$ cat src/rtl/pic_q_cycle_sequencer_if.sv
// Sequencer-to-datapath bundle: stall, IR contents and skip condition in;
// Q phase, one-clock control strobes, flush status and retire count out.
interface pic_q_cycle_sequencer_if #(
  parameter int INSTR_W  = 14,
  parameter int RETIRE_W = 16
);
  logic                stall;
  logic [INSTR_W-1:0]  instr_current;
  logic                skip_taken;
  logic [3:0]          q_phase;
  logic                data_rd_en;
  logic                alu_en;
  logic                data_wr_en;
  logic                incr_pc_en;
  logic                pc_load_en;
  logic                instr_rd_en;
  logic                flush_active;
  logic [RETIRE_W-1:0] retired_count;

  modport master (
    input  stall, instr_current, skip_taken,
    output q_phase, data_rd_en, alu_en, data_wr_en, incr_pc_en,
           pc_load_en, instr_rd_en, flush_active, retired_count
  );

  modport slave (
    output stall, instr_current, skip_taken,
    input  q_phase, data_rd_en, alu_en, data_wr_en, incr_pc_en,
           pc_load_en, instr_rd_en, flush_active, retired_count
  );
endinterface

$ cat src/rtl/pic_q_cycle_sequencer.sv
// Four-phase instruction-cycle sequencer for the PIC16F-style core: drives the
// Q1..Q4 phase, datapath strobes, and forced-NOP flushes after branches/skips.
module pic_q_cycle_sequencer #(
  parameter int INSTR_W    = 14,
  parameter int CLKS_PER_Q = 1,
  parameter int RETIRE_W   = 16
) (
  input  logic                     clk,
  input  logic                     rst_n,
  pic_q_cycle_sequencer_if.master  bus
);
  localparam int DIV_W = (CLKS_PER_Q > 1) ? $clog2(CLKS_PER_Q) : 1;
  localparam logic [DIV_W-1:0] DIV_LAST = DIV_W'(CLKS_PER_Q - 1);

  typedef enum logic [3:0] {
    Q1 = 4'b0001,
    Q2 = 4'b0010,
    Q3 = 4'b0100,
    Q4 = 4'b1000
  } phase_e;

  phase_e              phase_q, phase_d;
  logic [DIV_W-1:0]    div_q, div_d;
  logic                flush_pending_q, flush_pending_d;
  logic                flush_active_q, flush_active_d;
  logic [RETIRE_W-1:0] retired_q, retired_d;
  logic                is_branch;
  logic                last_clk;
  logic                advance;
  logic                fire;

  // GOTO/CALL, RETURN, RETFIE and RETLW all redirect the PC at Q4.
  if (INSTR_W == 14) begin : g_decode
    assign is_branch = (bus.instr_current[13:12] == 2'b10)  ||
                       (bus.instr_current == 14'h0008)      ||
                       (bus.instr_current == 14'h0009)      ||
                       (bus.instr_current[13:10] == 4'b1101);
  end else begin : g_no_decode
    assign is_branch = 1'b0;
  end

  always_ff @(posedge clk) begin
    if (!rst_n) begin
      div_q           <= '0;
      phase_q         <= Q1;
      flush_pending_q <= 1'b0;
      flush_active_q  <= 1'b1;
      retired_q       <= '0;
    end else begin
      div_q           <= div_d;
      phase_q         <= phase_d;
      flush_pending_q <= flush_pending_d;
      flush_active_q  <= flush_active_d;
      retired_q       <= retired_d;
    end
  end

  always_comb begin
    last_clk        = (div_q == DIV_LAST);
    advance         = last_clk && !bus.stall;
    div_d           = div_q;
    phase_d         = phase_q;
    flush_pending_d = flush_pending_q;
    flush_active_d  = flush_active_q;
    retired_d       = retired_q;

    if (!bus.stall) begin
      div_d = last_clk ? '0 : div_q + 1'b1;
    end

    if (advance) begin
      unique case (phase_q)
        Q1: phase_d = Q2;
        Q2: phase_d = Q3;
        Q3: begin
          phase_d = Q4;
          if (!flush_active_q && bus.skip_taken) flush_pending_d = 1'b1;
        end
        Q4: begin
          phase_d = Q1;
          // A branch raises the flush on this same clock, so fold it in directly.
          flush_active_d  = flush_pending_q || (!flush_active_q && is_branch);
          flush_pending_d = 1'b0;
          if (!flush_active_q) retired_d = retired_q + 1'b1;
        end
        default: phase_d = Q1;
      endcase
    end
  end

  // Strobes are combinational so a stall on a last clock blocks them immediately.
  assign fire = advance && rst_n;

  assign bus.data_rd_en    = fire && (phase_q == Q2) && !flush_active_q;
  assign bus.alu_en        = fire && (phase_q == Q3) && !flush_active_q;
  assign bus.data_wr_en    = fire && (phase_q == Q4) && !flush_active_q;
  assign bus.pc_load_en    = fire && (phase_q == Q4) && !flush_active_q && is_branch;
  assign bus.incr_pc_en    = fire && (phase_q == Q4) && !(!flush_active_q && is_branch);
  assign bus.instr_rd_en   = fire && (phase_q == Q4);
  assign bus.q_phase       = phase_q;
  assign bus.flush_active  = flush_active_q;
  assign bus.retired_count = retired_q;
endmodule

$ cat src/flat_wrapper.sv
// flat-port wrapper written by rule: the top's interface ports become plain ports
module pic_q_cycle_sequencer_flat 
#(
  parameter int INSTR_W    = 14,
  parameter int CLKS_PER_Q = 1,
  parameter int RETIRE_W   = 16
)
  (clk, rst_n, bus_stall, bus_instr_current, bus_skip_taken, bus_q_phase, bus_data_rd_en, bus_alu_en, bus_data_wr_en, bus_incr_pc_en, bus_pc_load_en, bus_instr_rd_en, bus_flush_active, bus_retired_count);
  pic_q_cycle_sequencer_if #(.INSTR_W(INSTR_W), .RETIRE_W(RETIRE_W)) bus_i ();
  input  logic clk;
  input  logic rst_n;
  input wire logic [$bits(bus_i.stall)-1:0] bus_stall;
  input wire logic [$bits(bus_i.instr_current)-1:0] bus_instr_current;
  input wire logic [$bits(bus_i.skip_taken)-1:0] bus_skip_taken;
  output wire logic [$bits(bus_i.q_phase)-1:0] bus_q_phase;
  output wire logic [$bits(bus_i.data_rd_en)-1:0] bus_data_rd_en;
  output wire logic [$bits(bus_i.alu_en)-1:0] bus_alu_en;
  output wire logic [$bits(bus_i.data_wr_en)-1:0] bus_data_wr_en;
  output wire logic [$bits(bus_i.incr_pc_en)-1:0] bus_incr_pc_en;
  output wire logic [$bits(bus_i.pc_load_en)-1:0] bus_pc_load_en;
  output wire logic [$bits(bus_i.instr_rd_en)-1:0] bus_instr_rd_en;
  output wire logic [$bits(bus_i.flush_active)-1:0] bus_flush_active;
  output wire logic [$bits(bus_i.retired_count)-1:0] bus_retired_count;
  assign bus_i.stall = bus_stall;
  assign bus_i.instr_current = bus_instr_current;
  assign bus_i.skip_taken = bus_skip_taken;
  assign bus_q_phase = bus_i.q_phase;
  assign bus_data_rd_en = bus_i.data_rd_en;
  assign bus_alu_en = bus_i.alu_en;
  assign bus_data_wr_en = bus_i.data_wr_en;
  assign bus_incr_pc_en = bus_i.incr_pc_en;
  assign bus_pc_load_en = bus_i.pc_load_en;
  assign bus_instr_rd_en = bus_i.instr_rd_en;
  assign bus_flush_active = bus_i.flush_active;
  assign bus_retired_count = bus_i.retired_count;
  pic_q_cycle_sequencer #(.INSTR_W(INSTR_W), .CLKS_PER_Q(CLKS_PER_Q), .RETIRE_W(RETIRE_W)) u_core (.clk(clk), .rst_n(rst_n), .bus(bus_i));
endmodule
$ cat config.mk
export PLATFORM = sky130hd
export DESIGN_NAME = pic_q_cycle_sequencer_flat
export DESIGN_NICKNAME = d
export VERILOG_FILES = /design/src/rtl/pic_q_cycle_sequencer_if.sv /design/src/rtl/pic_q_cycle_sequencer.sv /design/src/flat_wrapper.sv
export SDC_FILE = /design/constraint.sdc
export NUM_CORES = 1
export LEC_CHECK = 0
export CAP_MARGIN = 20
export CORE_UTILIZATION = 24
export CTS_CLUSTER_DIAMETER = 50
export DETAILED_ROUTE_END_ITERATION = 10
export SETUP_SLACK_MARGIN = 0.4
export SYNTH_ARGS = -nofsm -noshare
export SYNTH_HDL_FRONTEND = slang
export SYNTH_SLANG_ARGS = --single-unit
$ cat constraint.sdc
create_clock -name clk -period 6.5 [get_ports clk]
set_input_delay 0.975 -clock clk [delete_from_list [all_inputs] [get_ports clk]]
set_output_delay 0.975 -clock clk [all_outputs]
set_load 0.05 [all_outputs]
== After elaboration in Yosys (flattened, before gate mapping) ==
Cells that the tools add are included.

* Register bits: 23
* Input port bits: 18
* Output and inout bits: 27

* $add $sub $neg: 2
* Eq/ne operators: 9
* Multiplexer cells: 4
* Bitwise operators: 2
* Reduce and logical (&&, ||, !) cells: 23

{| class="wikitable"
|+ Operators by type and width
! cell !! count
|-
| $eq 14x4->1 const B || 2
|-
| $add 16x1->16 const B || 1
|-
| $logic_and 1x1->1 || 12
|-
| $pmux 4 s3 || 1
|-
| $eq 4x4->1 const B || 2
|-
| $reduce_and 3->1 || 2
|-
| $eq 4x1->1 const B || 1
|-
| $eq 4x2->1 const B || 1
|-
| $eq 4x3->1 const B || 1
|-
| $logic_or 1x1->1 || 4
|-
| $logic_not 1->1 || 3
|-
| $eq 2x2->1 const B || 1
|-
| $mux 1 || 2
|-
| $ne 2x1->1 const B || 1
|-
| $not 1->1 || 2
|-
| $pmux 1 s2 || 1
|-
| $reduce_and 2->1 || 1
|-
| $reduce_bool 2->1 || 1
|-
| $add 1x1->1 const B || 1
|}

== Longest topological paths before layout ==
* Word-level depth: 7
* Mapped depth: 6

== Worst setup path before layout ==
No wires, ideal clock.

* Path kind: input-to-output
* From: input port bus_stall
* To: output port bus_incr_pc_en
* Arrival: 3353 ps
* Data required time: 5525 ps
* Setup slack: 2172 ps
* Stages on the path: 4
* Buffers on the path: 1
* Cell sequence: clkbuf_1 nor4_1 nand3_1 a311oi_1

* Word-level cells in the longest chain between the ends: 5

{| class="wikitable"
|+ Ends and longest elaborated chain
! element !! RTL line !! RTL
|-
| start: declaration || flat_wrapper.sv:12 || <nowiki>input wire logic [$bits(bus_i.stall)-1:0] bus_stall;</nowiki>
|-
| $logic_not 1->1 || pic_q_cycle_sequencer.sv:60 || <nowiki>advance = last_clk && !bus.stall;</nowiki>
|-
| $logic_and 1x1->1 || pic_q_cycle_sequencer.sv:60 ||
|-
| $logic_and 1x1->1 || pic_q_cycle_sequencer.sv:92 || <nowiki>assign fire = advance && rst_n;</nowiki>
|-
| $logic_and 1x1->1 (2 in a row) || pic_q_cycle_sequencer.sv:98 || <nowiki>assign bus.incr_pc_en = fire && (phase_q == Q4) && !(!flush_active_q && is_branch);</nowiki>
|-
| end: declaration || flat_wrapper.sv:19 || <nowiki>output wire logic [$bits(bus_i.incr_pc_en)-1:0] bus_incr_pc_en;</nowiki>
|}

No other way between the ends.

== Worst setup path in the final report ==
Same ends and word-level chain as after synthesis.

==> impl_results.rst <==
.. list-table::
   :header-rows: 1

   * - Metric
     - Value
   * - Status
     - completed
   * - Total count of max-transition violations in the final report
     - 0
   * - Post-CTS setup buffer count
     - 0
   * - Share of the clock period used by the worst path
     - 67.84%
   * - Hold slack
     - 0.4560 ns
   * - Count of flip-flops with a built-in enable after synthesis
     - 0
   * - Overall global routing resource usage
     - 11.66%
   * - Standard-cell row count
     - 25
   * - Accumulated negative setup slack
     - 0 ns
   * - Largest net degree at the start of global routing
     - 26
   * - Final HPWL from detailed placement
     - 1964 um
   * - Initial cell density of the core
     - 25.06%
   * - Number of antenna violations at the first check in global routing
     - 0
   * - Distinct cell type count after synthesis
     - 42
   * - Commonest cells post-synth
     - sky130_fd_sc_hd__dfxtp_1, sky130_fd_sc_hd__nand2_1, sky130_fd_sc_hd__inv_1
   * - Mean cell area of the mapped netlist
     - 8.277 um2
   * - Worst slew pin tran
     - 0.7648 ns
   * - Post-synth design cell area
     - 1184 um2
   * - Routed via count
     - 1120
   * - Height of the chip
     - 72.23 um
   * - Clock-pin slew reported for the worst setup and hold paths after clock tree synthesis
     - 0.08 ns
   * - Quantity of hold-fixing buffers added after cts
     - 0
   * - CTS tree
     - done
   * - Die extent in x
     - 72.23 um
   * - Total clock buffers created by CTS
     - 3
   * - Highest net fanout along the worst path
     - 11
   * - Worst-Skew Late Latency
     - 0.27 ns
   * - Router iterations before antenna repair
     - 4
   * - Remaining Overflow, GRT
     - 0
   * - # Max-Cap Violations
     - 0
   * - Asr flop ratio synth
     - 0%
   * - Remaining antenna violation count after routing
     - 0
   * - Maximum operating frequency
     - 226.8 MHz
   * - Clk root buf
     - sky130_fd_sc_hd__clkbuf_8
   * - Remaining DRCs
     - 0
   * - RePlAce Congestion
     - 0.7012
   * - Tightest Hold Check Type
     - flip-flop to flip-flop
   * - Setup Skew
     - 0.003659 ns
   * - Class of the most critical setup path
     - input pin to primary output
   * - H-tree depth reported by CTS
     - 1
   * - Detailed-route vias per instance
     - 4.498
   * - Largest area contributor in the synthesized netlist
     - sky130_fd_sc_hd__dfxtp_1
   * - Area enclosed by the die boundary
     - 5216 um2
   * - IO buf count
     - 43
   * - Number of nets in the layout
     - 202
   * - Area growth, synth to finish
     - 46.41%
   * - Buffer levels on the longest clock path
     - 2
   * - Reported leakage power
     - 0.5915 nW
   * - First-pass GRT wire length
     - 4795 um
   * - Power density cells
     - 175.1 nW/um2
   * - Cells on worst reg2reg path
     - 4
   * - Most frequent cell after synthesis
     - sky130_fd_sc_hd__dfxtp_1
   * - Fraction of final layout cells sized beyond drive strength 1
     - 3.846%
   * - Data required time at the worst endpoint
     - 5.52 ns
   * - Post-route cell area
     - 1733 um2
   * - Placeable Area
     - 4723 um2
   * - Sequential area share after synthesis
     - 37.21%
   * - Hold Fails Final Rpt
     - 0
   * - Count of cells resized by post-cts repair
     - 0
   * - Routed wire length
     - 2718 um
   * - Number of antenna repair diodes
     - 0
   * - Via count of the first global-routing pass
     - 1013
   * - Portion of synthesized cell area occupied by the leading cell type
     - 37.21%
   * - Final setup violation count
     - 0
   * - Startpoint Class
     - input pin
   * - Most area-consuming cells after synthesis
     - sky130_fd_sc_hd__dfxtp_1, sky130_fd_sc_hd__xnor2_1, sky130_fd_sc_hd__and2_1
   * - I/O pins
     - 45
   * - Net count of the mapped netlist
     - 162
   * - Number of instances in the synthesized netlist
     - 143
   * - Unrepaired setup endpoints after global routing
     - false
   * - Worst slack at placement
     - 2.045 ns
   * - Yosys warning count
     - 0
   * - Maximum vdd drop
     - 0.00009030 V
   * - Cell Area, Placed
     - 1662 um2
   * - Flip-flop and latch count after synthesis
     - 22
   * - Dominant synthesized flop cell
     - sky130_fd_sc_hd__dfxtp_1
   * - Final routed wire length divided by cell count
     - 10.92 um
   * - Initial DRC count
     - 28
   * - Final core utilization
     - 36.69%
   * - CP endpoint kind
     - primary output
   * - Arrival @ worst endpoint
     - 3.43 ns
   * - Minimum clock period
     - 4.410 ns
   * - Max-slew headroom
     - 48.85%
   * - Number of clock sinks seen by CTS
     - 22
   * - Fin worst setup slack
     - 2.090 ns
   * - Hold path depth
     - 2
[sequential cells by signal, indices dropped and copies added (netlist names)]
register,count
u_core.bus.retired_count,16
u_core.bus.flush_active,1
u_core.bus.q_phase,4
u_core.flush_pending_q,1
[metal layers]
layer  global-route usage [%]  share of wire [%]  wire (um)
met1                    15.12                 50       1365
met4                    4.575                1.5         42
met2                    18.90                 45       1230
met5                        0                  0          0
met3                    2.500                2.9         80
[metrics by stage]
stage	cells	power, mW
detailed placement	245	0.1764
floorplan	143	0.1619
CTS	249	0.3074
global placement	245	0.1765
finish	249	0.3034
global route	249	0.3181
[final timing paths]
check	start	endpoint	slack (ns)
worst max-delay path	bus_stall	bus_incr_pc_en	2.09
worst min-delay path	u_core.flush_pending_q$_SDFFE_PN0P_	u_core.flush_pending_q$_SDFFE_PN0P_	0.46
worst max register to register	u_core.bus.q_phase[0]$_SDFFE_PN1N_	u_core.bus.retired_count[15]$_SDFFE_PN0P_	4.21
worst min register to register	u_core.flush_pending_q$_SDFFE_PN0P_	u_core.flush_pending_q$_SDFFE_PN0P_	0.46
[critical path: stages]
cell and delay (ns):
sky130_fd_sc_hd__clkdlybuf4s50_1 0.59, sky130_fd_sc_hd__nor4_1 0.33, sky130_fd_sc_hd__buf_4 0.19, sky130_fd_sc_hd__nand3_1 0.14
sky130_fd_sc_hd__a311oi_1 0.33, sky130_fd_sc_hd__clkdlybuf4s50_1 0.87
[power breakdown]
part | total (mW) | switching, mW | internal [mW]
Clock | 0.130 | 0.0479 | 0.0824
Combinational | 0.0324 | 0.0153 | 0.0171
Sequential | 0.141 | 0.00447 | 0.136
[cells by family after synthesis]
family	share of synthesized area (%)
xor+xnor	6.660
simple gates	33.30
flops	37.21
mux	0.8457
buf+inv	6.553
fa+ha+maj	1.057
compound gates	14.38
[final cells by class]
cell class / instances / area [um2]
Timing Repair Buffer: 44 / 437.9
Fill cell: 486 / 2990
Sequential cell: 22 / 440.4
Tap cell: 67 / 83.83
Inverter: 9 / 33.78
Multi-Input combinational cell: 103 / 665.6
Clock buffer: 3 / 41.29
Clock inverter: 1 / 30.03
[cells in the final DEF (no fill, tap or decap), types with 5 or more instances in the layout]
cell	instances
sky130_fd_sc_hd__and2_1	8
sky130_fd_sc_hd__clkdlybuf4s50_1	43
sky130_fd_sc_hd__dfxtp_1	22
sky130_fd_sc_hd__inv_1	9
sky130_fd_sc_hd__nand2_1	11
sky130_fd_sc_hd__nand3_1	8
sky130_fd_sc_hd__nor3_1	5
sky130_fd_sc_hd__nor4_1	6
sky130_fd_sc_hd__o21ai_0	7
sky130_fd_sc_hd__or3_1	5
sky130_fd_sc_hd__xnor2_1	6
(Power assumes the default switching activity.)
